==> src/rtl/serial_shift_if.sv <==
// serial_shift_if: start/busy/done handshake plus the external shift-chain pin group
interface serial_shift_if #(parameter int DATA_WIDTH = 64);
  logic start;
  logic [DATA_WIDTH-1:0] data;
  logic busy;
  logic done;
  logic sclk;
  logic sdo;
  logic spen;
  logic sclr_n;
  modport master (output start, data, input busy, done, sclk, sdo, spen, sclr_n);
  modport slave (input start, data, output busy, done, sclk, sdo, spen, sclr_n);
endinterface

==> src/rtl/serial_shift_driver.sv <==
// serial_shift_driver: shifts a parallel word MSB first into an external chain, then latches it
module serial_shift_driver #(
  parameter int DATA_WIDTH = 64,
  parameter int CLK_DIV = 2
) (
  input logic clk,
  input logic rst_n,
  serial_shift_if.slave bus
);
  localparam int BW = $clog2(DATA_WIDTH);
  localparam int PW = CLK_DIV > 1 ? $clog2(CLK_DIV) : 1;
  localparam logic [1:0] IDLE = 2'd0, SHIFT_LO = 2'd1, SHIFT_HI = 2'd2, LATCH = 2'd3;
  logic [1:0] state;
  logic [DATA_WIDTH-1:0] sr;
  logic [BW-1:0] bit_cnt;
  logic [PW-1:0] ph;
  logic ph_end;
  logic last_bit;
  assign ph_end = ph == PW'(CLK_DIV - 1);
  assign last_bit = bit_cnt == BW'(DATA_WIDTH - 1);
  always_ff @(posedge clk or negedge rst_n)
    if (!rst_n) begin
      state <= IDLE;
      sr <= '0;
      bit_cnt <= '0;
      ph <= '0;
      bus.sclk <= 1'b0;
      bus.sdo <= 1'b0;
      bus.spen <= 1'b1;
      bus.sclr_n <= 1'b0;
      bus.busy <= 1'b0;
      bus.done <= 1'b0;
    end else begin
      bus.sclr_n <= 1'b1;
      bus.done <= 1'b0;
      case (state)
        IDLE:
          if (bus.start) begin
            sr <= bus.data;
            state <= SHIFT_LO;
            bus.busy <= 1'b1;
            bus.spen <= 1'b0;
            bus.sclk <= 1'b0;
            bus.sdo <= bus.data[DATA_WIDTH-1];
            bit_cnt <= '0;
            ph <= '0;
          end
        SHIFT_LO:
          if (ph_end) begin
            ph <= '0;
            bus.sclk <= 1'b1;
            state <= SHIFT_HI;
          end else ph <= ph + 1'b1;
        SHIFT_HI:
          if (ph_end) begin
            ph <= '0;
            bus.sclk <= 1'b0;
            if (last_bit) begin
              state <= LATCH;
              bus.sdo <= 1'b0;
            end else begin
              // sdo moves only on the sclk falling transition
              sr <= {sr[DATA_WIDTH-2:0], 1'b0};
              bus.sdo <= sr[DATA_WIDTH-2];
              bit_cnt <= bit_cnt + 1'b1;
              state <= SHIFT_LO;
            end
          end else ph <= ph + 1'b1;
        default:
          if (ph_end) begin
            ph <= '0;
            bus.spen <= 1'b1;
            bus.busy <= 1'b0;
            bus.done <= 1'b1;
            state <= IDLE;
          end else ph <= ph + 1'b1;
      endcase
    end
endmodule

==> src/flat_wrapper.sv <==
// flat-port wrapper written by rule: the top's interface ports become plain ports
module serial_shift_driver_flat 
#(
  parameter int DATA_WIDTH = 64,
  parameter int CLK_DIV = 2
)
  (clk, rst_n, bus_start, bus_data, bus_busy, bus_done, bus_sclk, bus_sdo, bus_spen, bus_sclr_n);
  serial_shift_if #(.DATA_WIDTH(DATA_WIDTH)) bus_i ();
  input logic clk;
  input logic rst_n;
  input wire logic [$bits(bus_i.start)-1:0] bus_start;
  input wire logic [$bits(bus_i.data)-1:0] bus_data;
  output wire logic [$bits(bus_i.busy)-1:0] bus_busy;
  output wire logic [$bits(bus_i.done)-1:0] bus_done;
  output wire logic [$bits(bus_i.sclk)-1:0] bus_sclk;
  output wire logic [$bits(bus_i.sdo)-1:0] bus_sdo;
  output wire logic [$bits(bus_i.spen)-1:0] bus_spen;
  output wire logic [$bits(bus_i.sclr_n)-1:0] bus_sclr_n;
  assign bus_i.start = bus_start;
  assign bus_i.data = bus_data;
  assign bus_busy = bus_i.busy;
  assign bus_done = bus_i.done;
  assign bus_sclk = bus_i.sclk;
  assign bus_sdo = bus_i.sdo;
  assign bus_spen = bus_i.spen;
  assign bus_sclr_n = bus_i.sclr_n;
  serial_shift_driver #(.DATA_WIDTH(DATA_WIDTH), .CLK_DIV(CLK_DIV)) u_core (.clk(clk), .rst_n(rst_n), .bus(bus_i));
endmodule
==> config.mk <==
export PLATFORM = sky130hd
export DESIGN_NAME = serial_shift_driver_flat
export DESIGN_NICKNAME = d
export VERILOG_FILES = /design/src/rtl/serial_shift_if.sv /design/src/rtl/serial_shift_driver.sv /design/src/flat_wrapper.sv
export SDC_FILE = /design/constraint.sdc
export NUM_CORES = 1
export LEC_CHECK = 0
export CAP_MARGIN = 20
export CORE_ASPECT_RATIO = 0.6
export CORE_MARGIN = 4
export CORE_UTILIZATION = 41
export CTS_CLUSTER_DIAMETER = 60
export DETAILED_ROUTE_END_ITERATION = 12
export PLACE_DENSITY = 0.59
export SYNTH_ARGS = -nofsm -noshare
export SYNTH_HDL_FRONTEND = slang
export SYNTH_SLANG_ARGS = --single-unit
==> constraint.sdc <==
create_clock -name clk -period 5.7 [get_ports clk]
set_input_delay 1.14 -clock clk [delete_from_list [all_inputs] [get_ports clk]]
set_output_delay 1.14 -clock clk [all_outputs]
set_load 0.05 [all_outputs]
==> impl_metrics.tcl <==
set metrics [dict create \
    fin_worst_skew_ns 0.00539 \
    core_area_um2 11400 \
    netlist.area_leader.share_pct 40.1 \
    rsz0062_at_grt "false" \
    endpoint_kind "register" \
    fmax_mhz 308 \
    clockRootBuffer "clkbuf_16" \
    initial_core_util_pct 42.3 \
    clk_pin_slew_worst_paths_ns 0.06 \
    outcome "finished clean" \
    dr.first_iter.drc_count 499 \
    dp_hpwl_um 7150 \
    post-route-min-period_ns 3.25 \
    synth_area_per_cell_um2 9.36 \
    overflow 0 \
    syn_inst 514 \
    setup_tns_ns 0 \
    fin_crit_sh_pct 57.0 \
    antenna_found_initial 0 \
    max_slew_margin_pct 33.1 \
    num_antenna_cells 0 \
    finalHoldViolCount 0 \
    cts-resized-gates 0 \
    grt-busiest-layer "met1" \
    clk-insertion-delay-late_ns 0.34 \
    yosysSeqAreaShare_pct 40.6 \
    synth_enable_flop_cells 0 \
    p_per_area_nw_per_um2 557 \
    fin_util_pct 50.9 \
    syn_nets 586 \
    track_usage_pct 19.3 \
    routed_via_density 5.81 \
    path_class "in2reg" \
    grt_max_degree 106 \
    hp-class "reg2reg" \
    crit_arrival_ns 3.51 \
    drv_slew 0 \
    cts_tree "done" \
    syn_to_final_growth_pct 20.3 \
    vdd_drop_max_mv 0.231 \
    path_max_fanout 35 \
    dieArea_um2 13600 \
    worstHoldStart "u_core.bus.sdo$_DFFE_PN0P_" \
    wl_per_cell_um 17.9 \
    synthTopCellsByArea "dfrtp_1 40%, a221o_1 13%, a22o_1 11%, nor2b_1 8.1%, a21oi_1 7.1%" \
    cts_buffer_depth 2 \
    grt_pass1_vias 3993 \
    met2_usage_pct 27.5 \
    crit_chain "clkdlybuf4s50_1, nand2b_1, o211a_2, buf_4, a22o_2, a221o_1" \
    grt_pass1_wl_um 21200 \
    critPathSlowestCell "o211a_2" \
    hold_buffers 0 \
    post_synth_num_cell_types 39 \
    drive_gt1_share_pct 6.28 \
    ys_ff_latch 78 \
    reg2reg_from "u_core.state[0]$_DFFE_PN0P_" \
    vias 4164 \
    r2r_cells 8 \
    fin_nets 624 \
    numCtsBuffers 9 \
    r2r-end "u_core.sr[8]$_DFFE_PN0P_" \
    worst_slew_pin_slew_ns 1.00 \
    clock_sinks 78 \
    setup_viol 0 \
    drc 0 \
    critPathRequiredTime_ns 5.97 \
    io_pins 73 \
    die_h_um 91.9 \
    ys.flop_type "dfrtp_1" \
    die_x_um 148 \
    cap_violations 0 \
    critPathMaxStageDelay_ns 0.71 \
    synth_largest_area_cell "dfrtp_1" \
    rows 30 \
    grtUsageMet3_pct 4.79 \
    wl_um 12900 \
    grt_use_met1_pct 29.3 \
    yosysWarnings 0 \
    ys_async_sr_fraction_pct 100 \
    whs_ns 0.509 \
    whs_path_depth 1 \
    postCtsSetupBuffers 0 \
    p_leak_nw 2.49 \
    htreeDepth 3 \
    port_buffers 72 \
    hold_end "u_core.bus.sdo$_DFFE_PN0P_" \
    dr.pass1.iters 5 \
    final_antenna_net_count 0 \
    fillers 1033 \
    start_kind "input pin" \
    place_congestion 0.826 \
    r2r_slack_ns 2.53 \
    syn_area_um2 4810 \
]
-- flip-flops by register name, summed over array words and instances, names as in the netlist --
name	count
u_core.ph	1
u_core.bus.busy	1
u_core.bit_cnt	6
u_core.bus.done	1
u_core.bus.sclr_n	1
u_core.state	2
u_core.bus.sclk	1
u_core.bus.sdo	1
u_core.bus.spen	1
u_core.sr	63
-- final cells by class --
class | instances | area, um2 | area share [%]
clock buffer | 14 | 244 | 4.22
clock inverter | 2 | 10.0 | 0.173
inverter | 6 | 22.5 | 0.389
multi-input combinational | 378 | 2560 | 44.3
sequential | 78 | 1950 | 33.8
tap | 160 | 200 | 3.46
timing repair buffer | 79 | 791 | 13.7
-- critical path, delay by kind of cell --
| family | cells | cell delay (ns) |
|---|---|---|
| buffers and inverters | 2 | 1.04 |
| and+or+nand+nor | 1 | 0.26 |
| AOI/OAI and AO/OA | 3 | 1.07 |
-- where the power goes --
part | switching (mW) | internal, mW
registers | 0.252 | 0.809
logic | 0.870 | 0.775
clock network | 0.223 | 0.295
-- metal layers --
layer	part of all wire (%)	wire, um
met5	0	0
met4	0.75	96
met3	5.3	682
met2	42	5350
met1	52	6740
-- cell usage after synthesis, types with 5 or more instances --
cell type and n:
a221o_1 62, inv_1 6, nor2_1 68, buf_4 5
nor2b_1 62, ha_1 5, a21oi_1 68, dfrtp_1 77
buf_8 6, nand2_1 12, clkbuf_1 31, buf_2 5
o21ai_0 6, a22o_1 61
-- stage by stage --
stage	setup slack, ns	instances	area, um2	power (mW)
2_1_floorplan	3.37	514	4810	2.38
3_5_place_dp	2.15	700	5500	2.69
4_1_cts	2.50	716	5760	3.23
6_report	2.45	717	5790	3.22
5_1_grt	2.31	717	5790	3.50
3_3_place_gp	2.19	700	5500	2.65
-- worst max path at each step --
stage                                     to                        start  cells after the start
3_3_place_gp   u_core.bit_cnt[0]$_DFFE_PN0P_                    bus_start                      6
5_1_grt             u_core.sr[0]$_DFFE_PN0P_  u_core.state[0]$_DFFE_PN0P_                      8
4_1_cts             u_core.sr[8]$_DFFE_PN0P_                    bus_start                      6
6_report            u_core.sr[8]$_DFFE_PN0P_                    bus_start                      6
3_5_place_dp        u_core.sr[8]$_DFFE_PN0P_                    bus_start                      6
2_1_floorplan      u_core.sr[12]$_DFFE_PN0P_                    bus_start                      6
-- kinds of logic (layout without fill, tap and decap cells) --
logic type | after synthesis | after routing | share of synthesized area [%]
AOI/OAI and AO/OA | 213 | 213 | 34.5
adders and majority gates | 5 | 5 | 1.30
buffers and inverters | 58 | 101 | 6.61
DFF | 78 | 78 | 40.6
muxes | 3 | 3 | 0.676
other | 1 | 1 | 0.0780
and+or+nand+nor | 156 | 156 | 16.2
-- layout by cell type, fill, tap and decap left out, drive strengths merged, types with 3 or more instances in the layout --
cell,instances
buf,8
nor2,68
o21ai,6
a221o,62
nand2b,3
dfrtp,77
a21oi,68
nand2,12
clkbuf,14
ha,5
clkdlybuf4s50,71
inv,6
a22o,65
nand3,5
nor2b,62
No activity file was read; power rests on OpenSTA's default activity.
